==> src/rtl/imul_sequential_pkg.sv <==
// Shared definitions for the iterative shift-add multiplier: state encoding,
// counter sizing and the operand magnitude helper.
package imul_sequential_pkg;

  typedef enum logic [1:0] {
    IDLE = 2'd0,
    RUN  = 2'd1,
    FIX  = 2'd2
  } state_e;

  localparam int MAX_SIZE = 32;

  function automatic int cnt_width(input int size);
    return $clog2(size) + 1;
  endfunction

  // Operands are zero-extended to MAX_SIZE by the caller and truncated back afterwards.
  function automatic logic [MAX_SIZE-1:0] cond_negate(input logic [MAX_SIZE-1:0] value,
                                                      input logic               negate);
    return negate ? (MAX_SIZE'(0) - value) : value;
  endfunction

endpackage

==> src/rtl/FULL_ADDER.sv <==
// Parametrised ripple adder shared across the datapath; carry-in and carry-out
// are exposed so wider sums can be chained.
module FULL_ADDER #(
  parameter int SIZE = 16
) (
  input  logic [SIZE-1:0] A,
  input  logic [SIZE-1:0] B,
  input  logic            Ci,
  output logic [SIZE-1:0] S,
  output logic            Co
);

  assign {Co, S} = {1'b0, A} + {1'b0, B} + {{SIZE{1'b0}}, Ci};

endmodule

==> src/rtl/imul_sequential.sv <==
// Iterative radix-2 shift-add multiplier: one adder reused for SIZE steps,
// then a sign-fix cycle. Start/Busy/Done handshake, per-operation signed mode.
module imul_sequential
  import imul_sequential_pkg::*;
#(
  parameter int SIZE = 16
) (
  input  logic              Clock,
  input  logic              Reset,
  input  logic              Start,
  input  logic              Signed,
  input  logic [SIZE-1:0]   MulA,
  input  logic [SIZE-1:0]   MulB,
  output logic              Busy,
  output logic              Done,
  output logic [2*SIZE-1:0] Product
);

  localparam int CNT_W = cnt_width(SIZE);

  state_e              state_q, state_d;
  logic [SIZE-1:0]     mcand_q, mcand_d;
  logic [SIZE-1:0]     mplier_q, mplier_d;
  logic [SIZE:0]       acc_q, acc_d;
  logic                neg_q, neg_d;
  logic [CNT_W-1:0]    cnt_q, cnt_d;
  logic [2*SIZE-1:0]   product_q, product_d;
  logic                done_q, done_d;

  logic [SIZE-1:0]     addend;
  logic [SIZE-1:0]     add_sum;
  logic                add_co;
  logic [SIZE:0]       step_sum;
  logic [2*SIZE-1:0]   raw;

  assign addend = mplier_q[0] ? mcand_q : '0;

  FULL_ADDER #(.SIZE(SIZE)) u_step_adder (
    .A  (acc_q[SIZE-1:0]),
    .B  (addend),
    .Ci (1'b0),
    .S  (add_sum),
    .Co (add_co)
  );

  // Full SIZE+1-bit sum: the addend has no bit SIZE, so the top bit is acc MSB xor carry.
  assign step_sum = {acc_q[SIZE] ^ add_co, add_sum};
  assign raw      = {acc_q[SIZE-1:0], mplier_q};

  always_comb begin
    state_d   = state_q;
    mcand_d   = mcand_q;
    mplier_d  = mplier_q;
    acc_d     = acc_q;
    neg_d     = neg_q;
    cnt_d     = cnt_q;
    product_d = product_q;
    done_d    = 1'b0;

    case (state_q)
      IDLE: begin
        if (Start) begin
          neg_d    = Signed & (MulA[SIZE-1] ^ MulB[SIZE-1]);
          mcand_d  = SIZE'(cond_negate(MAX_SIZE'(MulA), Signed & MulA[SIZE-1]));
          mplier_d = SIZE'(cond_negate(MAX_SIZE'(MulB), Signed & MulB[SIZE-1]));
          acc_d    = '0;
          cnt_d    = '0;
          state_d  = RUN;
        end
      end
      RUN: begin
        acc_d    = {1'b0, step_sum[SIZE:1]};
        mplier_d = {step_sum[0], mplier_q[SIZE-1:1]};
        cnt_d    = cnt_q + 1'b1;
        if (cnt_q == CNT_W'(SIZE - 1)) begin
          state_d = FIX;
        end
      end
      FIX: begin
        product_d = neg_q ? ('0 - raw) : raw;
        done_d    = 1'b1;
        state_d   = IDLE;
      end
      default: begin
        state_d = IDLE;
      end
    endcase
  end

  always_ff @(posedge Clock or posedge Reset) begin
    if (Reset) begin
      state_q   <= IDLE;
      mcand_q   <= '0;
      mplier_q  <= '0;
      acc_q     <= '0;
      neg_q     <= 1'b0;
      cnt_q     <= '0;
      product_q <= '0;
      done_q    <= 1'b0;
    end else begin
      state_q   <= state_d;
      mcand_q   <= mcand_d;
      mplier_q  <= mplier_d;
      acc_q     <= acc_d;
      neg_q     <= neg_d;
      cnt_q     <= cnt_d;
      product_q <= product_d;
      done_q    <= done_d;
    end
  end

  assign Busy    = (state_q != IDLE);
  assign Done    = done_q;
  assign Product = product_q;

endmodule

==> config.mk <==
export PLATFORM = sky130hd
export DESIGN_NAME = imul_sequential
export DESIGN_NICKNAME = d
export VERILOG_FILES = /design/src/rtl/imul_sequential_pkg.sv /design/src/rtl/FULL_ADDER.sv /design/src/rtl/imul_sequential.sv
export SDC_FILE = /design/constraint.sdc
export NUM_CORES = 1
export LEC_CHECK = 0
export CAP_MARGIN = 20
export CORE_MARGIN = 2
export CORE_UTILIZATION = 50
export DETAILED_ROUTE_END_ITERATION = 16
export GPL_ROUTABILITY_DRIVEN = 0
export PLACE_DENSITY = 0.77
export SYNTH_ARGS = -nofsm -noshare
export SYNTH_HDL_FRONTEND = slang
export SYNTH_SLANG_ARGS = --single-unit
==> constraint.sdc <==
create_clock -name Clock -period 6.8 [get_ports Clock]
set_input_delay 1.02 -clock Clock [delete_from_list [all_inputs] [get_ports Clock]]
set_output_delay 1.02 -clock Clock [all_outputs]
set_load 0.01 [all_outputs]
==> run metrics, run 1 <==
CP endpoint kind=flop; critical path's top delay family=compound AO/OA/AOI/OAI gates; Tightest Pin Transition=1.02 ns; yosys warns=0; ANT cells=0; Pre-Repair DR Iteration Count=4; post-placement cell count=804; vias per inst=5.58; post-DR wirelength/cell=14.4 um; via count=4589; gr usage total=21.2%; r2r setup slk=3.93 ns; peak supply drop=0.311 mV; dpl ws=3.59 ns; placed cell areas=0.00623 sq mm; worst min-delay path category=reg -> reg; Clock Tree Buf Depth=2; Power Density=406 mW/mm^2; total power=2.64 mW; CP max stage delay=0.66 ns; Critical Path Source Type=flop; vias in the first global route=4270; Die Area=0.0117 sq mm; Root Driver=clkbuf_8; P&R area growth vs syn=19.3%; Fin Setup TNS=0 ns; grt ovf=0; CTS tree=built; Fin. Hold Viols=0; layout cells sized above 1=5.27%; Synth Register Bits=89; Tcrit/Tclk final=42.2%; antenna viol nets, final=0; Async SR Flop Fraction=100%; DRT Wirelength=11800 um; IO Pins=70; RR Startpoint=mplier_q[0]; Slew Viols, Final=0; Hold EP=mcand_q[12]; R2R cell count=10; setup bufs post-CTS=0; # rows=38; CTS Buf Count=9; critical path cell sequence=and2_1 -> ha_1 -> inv_1 -> fa_1 -> nor2b_1 -> o31a_1 -> o21ai_0 -> a21oi_1 -> mux2i_1 -> o311ai_0; DRC=0; fin cells=823; 1st-iter DRT viols=311; static leakage=2.72 nW; Setup violations, final=0; Min Hold Slack=0.480 ns; Setup WS post-layout=3.93 ns; Die H=108 um; syn nets=677; first-pass GRT wire length=19800 um; CP Class=reg -> reg; Post-CTS Resized=0; R2R Path End=acc_q[11]; Synth Area in Compound Gates=20.3%; post-layout util=60.4%; RSZ-0062 raised after global routing=no; pin count of the biggest net entering global routing=90; maxcap violations=0; hpwl dp=8910 um; Sink Count=89; Tmin final=2.87 ns; simple logic cell fraction of the synthesized area=18.8%; status=finished, final reports clean; Slowest-stage cell, CP=dfrtp_1; relative slew slack=31.7%; CP max FO=20; xor/xnor cell area share of the yosys netlist=11.0%; post-synthesis mux area share=0.552%; area share of fa/ha/maj cells after synthesis=5.20%; Post-synth EDFFs=0; post-route design area=0.00649 sq mm; Max Freq=348 MHz; mean post-synth cell area=8.78 sq um; sequential-to-total area share from yosys stat=41.0%; Hold Path Depth=2; buffer and inverter count on the worst path=1; Synth Flop Type=dfrtp_1; Hold Buf Count CTS=0; largest family of logic cells by synthesized area=compound AO/OA/AOI/OAI gates; H-tree depth=3; Skew-Pair Late Insertion Delay=0.36 ns; mapped cell area=0.00544 sq mm; hold_sp=mcand_q[12]; worst path required time=7.02 ns; Cell variety after synth=55; initial antenna violation count=0; Die Wd=108 um; Setup Skew=0.0115 ns; Critical Path AT=3.09 ns; PortBufs=69; Synth Instances=619; Clock transition at path regs=0.09 ns; Core Region=0.0107 sq mm; Starting Density=50.6%; Final nets=736
## state kept, by name, indices dropped and copies added, names as in the netlist
signal    count
state_q       2
mplier_q     16
Done          1
acc_q        16
cnt_q         5
neg_q         1
mcand_q      16
Product      32
## cells in the mapped netlist, types with 3 or more instances
master | count | share of area [%]
o21ai_0 | 96 | 8.8
dfrtp_1 | 89 | 41
nand2_1 | 78 | 5.4
xor2_1 | 39 | 6.3
nor2_1 | 32 | 2.2
xnor2_1 | 29 | 4.7
a21oi_1 | 28 | 2.6
clkbuf_1 | 25 | 1.7
nand3_1 | 25 | 2.3
ha_1 | 21 | 4.8
and2_1 | 19 | 2.2
inv_1 | 19 | 1.3
a22oi_1 | 10 | 1.4
o31ai_1 | 9 | 1.2
and3_1 | 8 | 0.92
nand2b_1 | 8 | 0.92
nor3_1 | 7 | 0.64
nor4_1 | 6 | 0.69
o21ai_1 | 5 | 0.46
or3_1 | 5 | 0.58
a211oi_1 | 4 | 0.55
o41ai_1 | 4 | 0.64
a31oi_1 | 3 | 0.35
buf_1 | 3 | 0.21
mux2i_1 | 3 | 0.55
nand3b_1 | 3 | 0.41
nor2b_1 | 3 | 0.35
o21a_1 | 3 | 0.41
o21bai_1 | 3 | 0.41
or4_1 | 3 | 0.41
## routing by layer
layer  vias up  routed length (um)  track usage [%]
met4         0                 233             7.69
met5         -                   0                0
li1       2305                   -                -
met2       135                5530             34.0
met1      2128                5370             29.5
met3        21                 679             2.77
## where the power goes
group	switching, mW	internal [mW]	total (mW)
combinational	0.676	0.589	1.26
sequential	0.264	0.735	0.999
clock	0.198	0.175	0.373
## logic make-up (layout without fill, tap and decap cells)
family | count (synthesis) | count (layout)
XOR/XNOR | 68 | 68
adder cells (fa/ha/maj) | 22 | 22
buffers and inverters | 47 | 111
multiplexers | 3 | 3
flip-flops | 89 | 89
AO/OA/AOI/OAI | 184 | 184
AND/OR/NAND/NOR | 206 | 206
## worst reg2reg max path: cells and delay by family (launching register included)
family / cells / cell delay (ns)
buffers and inverters: 1 / 0.06
AO/OA/AOI/OAI: 4 / 0.83
flip-flops: 1 / 0.66
multiplexers: 1 / 0.22
adder cells (fa/ha/maj): 2 / 0.58
AND/OR/NAND/NOR: 2 / 0.38
## area by class of cell
cell class                      instances  area [sq um]
Fill cell                             974          4260
Multi-Input combinational cell        483          3040
Clock buffer                           10           128
Clock inverter                          6          72.6
Timing Repair Buffer                   76           776
Inverter                               19          72.6
Tap cell                              140           175
Sequential cell                        89          2230
## how the worst max path moves through the flow
stage | from | end | slack (ns) | cells past startpoint
after floorplan | Reset | Done | 3.47 | 1
after global placement | MulB[2] | mplier_q[13] | 3.70 | 7
final | mplier_q[0] | acc_q[11] | 3.93 | 10
after detailed placement | MulB[2] | mplier_q[13] | 3.59 | 7
after global routing | mplier_q[0] | acc_q[11] | 3.72 | 10
after CTS | mplier_q[0] | acc_q[11] | 3.93 | 10
## layout by cell type, fill, tap and decap left out, types with 4 or more instances in the layout
master           Yosys  routed
o21ai_0             96      96
dfrtp_1             89      89
nand2_1             78      78
clkdlybuf4s50_1      0      69
xor2_1              39      39
nor2_1              32      32
xnor2_1             29      29
a21oi_1             28      28
nand3_1             25      25
ha_1                21      21
and2_1              19      19
inv_1               19      18
a22oi_1             10      10
o31ai_1              9       9
clkbuf_8             0       9
and3_1               8       8
nand2b_1             8       7
nor3_1               7       7
nor4_1               6       6
or3_1                5       5
o21ai_1              5       5
buf_4                0       5
a211oi_1             4       4
o41ai_1              4       4
Note: power is estimated with default switching activity, not from simulation.
==> inputs of run 2 (changes only) <==
==> constraint.sdc (replaced) <==
create_clock -name Clock -period 2.8 [get_ports Clock]
set_input_delay 0.42 -clock Clock [delete_from_list [all_inputs] [get_ports Clock]]
set_output_delay 0.42 -clock Clock [all_outputs]
set_load 0.01 [all_outputs]
==> run metrics, run 2 (same netlist as run 1, synthesis figures left out) <==
status=finished, final reports clean; PortBufs=69 (unchanged); register area=0.00223 sq mm (unchanged); worst path required time=3.03 ns (-3.99 ns); cell-internal power=3.73 mW (+150%); initial antenna violation count=0 (unchanged); critical path cell sequence=and2_1 -> ha_1 -> inv_1 -> fa_1 -> nor2b_1 -> o31a_1 -> o21ai_0 -> a21oi_2 -> mux2i_1 -> o311ai_0; part of the power in registers=36.7% (-1.2 points); Root Driver=clkbuf_8; buffer and inverter count on the worst path=1 (unchanged); H-tree depth=3 (unchanged); Die Wd=108 um (unchanged); 1st-iter DRT viols=365 (+17%); R2R Path End=acc_q[11]; Sw Share=43.1% (-0.084 points); hpwl dp=9380 um (+5.2%); Starting Density=50.6% (unchanged); post-DR wirelength/cell=15.0 um (+4.3%); P&R area growth vs syn=20.2%; max FFs per register=32 (unchanged); relative slew slack=31.0% (-0.70 points); Combinational Power Share=48.9% (+0.9 points); first-pass GRT wire length=20600 um (+3.7%); Tightest Pin Transition=1.03 ns (+0.0104 ns); Fin. Hold Viols=0 (unchanged); CP Class=reg -> reg; critical path's top delay family=compound AO/OA/AOI/OAI gates; CP endpoint kind=flop; Core Region=0.0107 sq mm (unchanged); Tcrit/Tclk final=92.1% (+50 points); static leakage=2.74 nW (+0.97%); Hold Buf Count CTS=0 (unchanged); Slowest-stage cell, CP=dfrtp_1; Clock Tree Buf Depth=2 (unchanged); Slew Viols, Final=0 (unchanged); most frequent cells in the layout=o21ai_0, dfrtp_1, nand2_1; post-placement cell count=812 (+1.0%); Pre-Repair DR Iteration Count=5 (+1); post-route design area=0.00654 sq mm (+0.73%); peak supply drop=0.407 mV (+31%); RR Startpoint=mplier_q[0]; Skew-Pair Late Insertion Delay=0.37 ns (about the same); DRC=0 (unchanged); antenna viol nets, final=0 (unchanged); grt ovf=0 (unchanged); fin cells=828 (+0.61%); CP max stage delay=0.46 ns (-0.20 ns); Die Area=0.0117 sq mm (unchanged); post-layout util=60.8% (+0.44 points); Critical Path Source Type=flop; placed cell areas=0.00632 sq mm (+1.4%); NetSw=2.82 mW (+150%); Filler cells=969 (-0.51%); Setup violations, final=0 (unchanged); worst min-delay path category=in -> async; R2R cell count=10 (unchanged); CP max FO=6 (-70%); r2r setup slk=0.22 ns (-3.71 ns); Max Freq=388 MHz (+11%); Final nets=741 (+0.68%); CTS tree=built; DRT Wirelength=12400 um (+5.0%); RSZ-0062 raised after global routing=no; most common cell after layout, fill and taps aside=o21ai_0; Setup Skew=0.0141 ns (+0.00258 ns); # rows=38 (unchanged); Clock transition at path regs=0.09 ns (about the same); Die H=108 um (unchanged); CTS Buf Count=9 (unchanged); Power Density=1000 mW/mm^2 (+150%); via count=4711 (+2.7%); vias per inst=5.69 (+2.0%); Fin Setup TNS=0 ns (unchanged); maxcap violations=0 (unchanged); vias in the first global route=4367 (+2.3%); Critical Path AT=2.81 ns (-0.28 ns); ANT cells=0 (unchanged); Clock power frac=14.4% (+0.3 points); layout cells sized above 1=6.25% (+0.98 points); IO Pins=70 (unchanged); Tmin final=2.58 ns (-0.295 ns); Sink Count=89 (unchanged); area occupied by multi-input gates=0.00304 sq mm (+0.12%); gr usage total=22.1% (+0.93 points); pin count of the biggest net entering global routing=66 (-27%)
## run 2: cell count changes in the layout (fill, tap and decap cells not counted), sizes merged
cell	previous run	this run
clkbuf	10	11
buf	7	12
inv	21	19
clkinvlp	1	2
## run 2: worst max-delay path by stage
| stage | startpoint | end | depth (start not counted) |
|---|---|---|---|
| floorplan | Reset | Done | 1 |
| global placement | mplier_q[0] | acc_q[15] | 9 |
| detailed placement | mplier_q[0] | acc_q[11] | 10 |
| CTS | mplier_q[0] | acc_q[11] | 10 |
| global route | mplier_q[0] | acc_q[11] | 10 |
| finish | mplier_q[0] | acc_q[11] | 10 |
## run 2: worst register-to-register path, delay by kind of cell (launching register included)
kind,cells,cell delay (ns)
compound gates,4,0.75
fa+ha+maj,2,0.60
flops,1,0.46
simple gates,2,0.36
mux,1,0.20
buf+inv,1,0.07
## run 2: power groups by stage
stage	combinational [mW]	sequential, mW	clock, mW
after global placement	3.05	2.37	0
after detailed placement	3.18	2.41	0
after global routing	3.61	2.47	1.01
after CTS	3.19	2.38	0.959
after floorplan	2.30	2.23	0
final	3.21	2.40	0.943
## run 2: per-layer routing
layer | vias up | global-route usage (%) | part of all wire, %
met5 | - | 0 | 0
met2 | 133 | 36.3 | 47
met3 | 24 | 2.65 | 4.4
met1 | 2246 | 30.4 | 47
met4 | 0 | 7.69 | 1.8
li1 | 2308 | - | -
## run 2: through the flow
step / total power, mW / hold slack, ns / setup WS, ns
final: 6.55 / 0.337 / 0.222
after floorplan: 4.53 / 0.438 / 0.0731
after detailed placement: 5.58 / 0.469 / 0.252
after global placement: 5.42 / 0.456 / 0.414
after CTS: 6.54 / 0.348 / 0.210
after global routing: 7.09 / 0.373 / 0.0377
## run 2: final cells by class
cell class	count	area share (%)
flip-flops and latches	89	34.1
well taps	140	2.68
clock buffers	11	2.32
repair buffers	81	12.3
multi-input cells	483	46.5
inverters	19	1.11
clock inverters	5	0.957
## run 2: repair_timing
action / CTS / global route
setup endpoints to repair: 0 / 1
setup buffers: 0 / 0
resized for setup: 0 / 1
hold endpoints to repair: 0 / 0
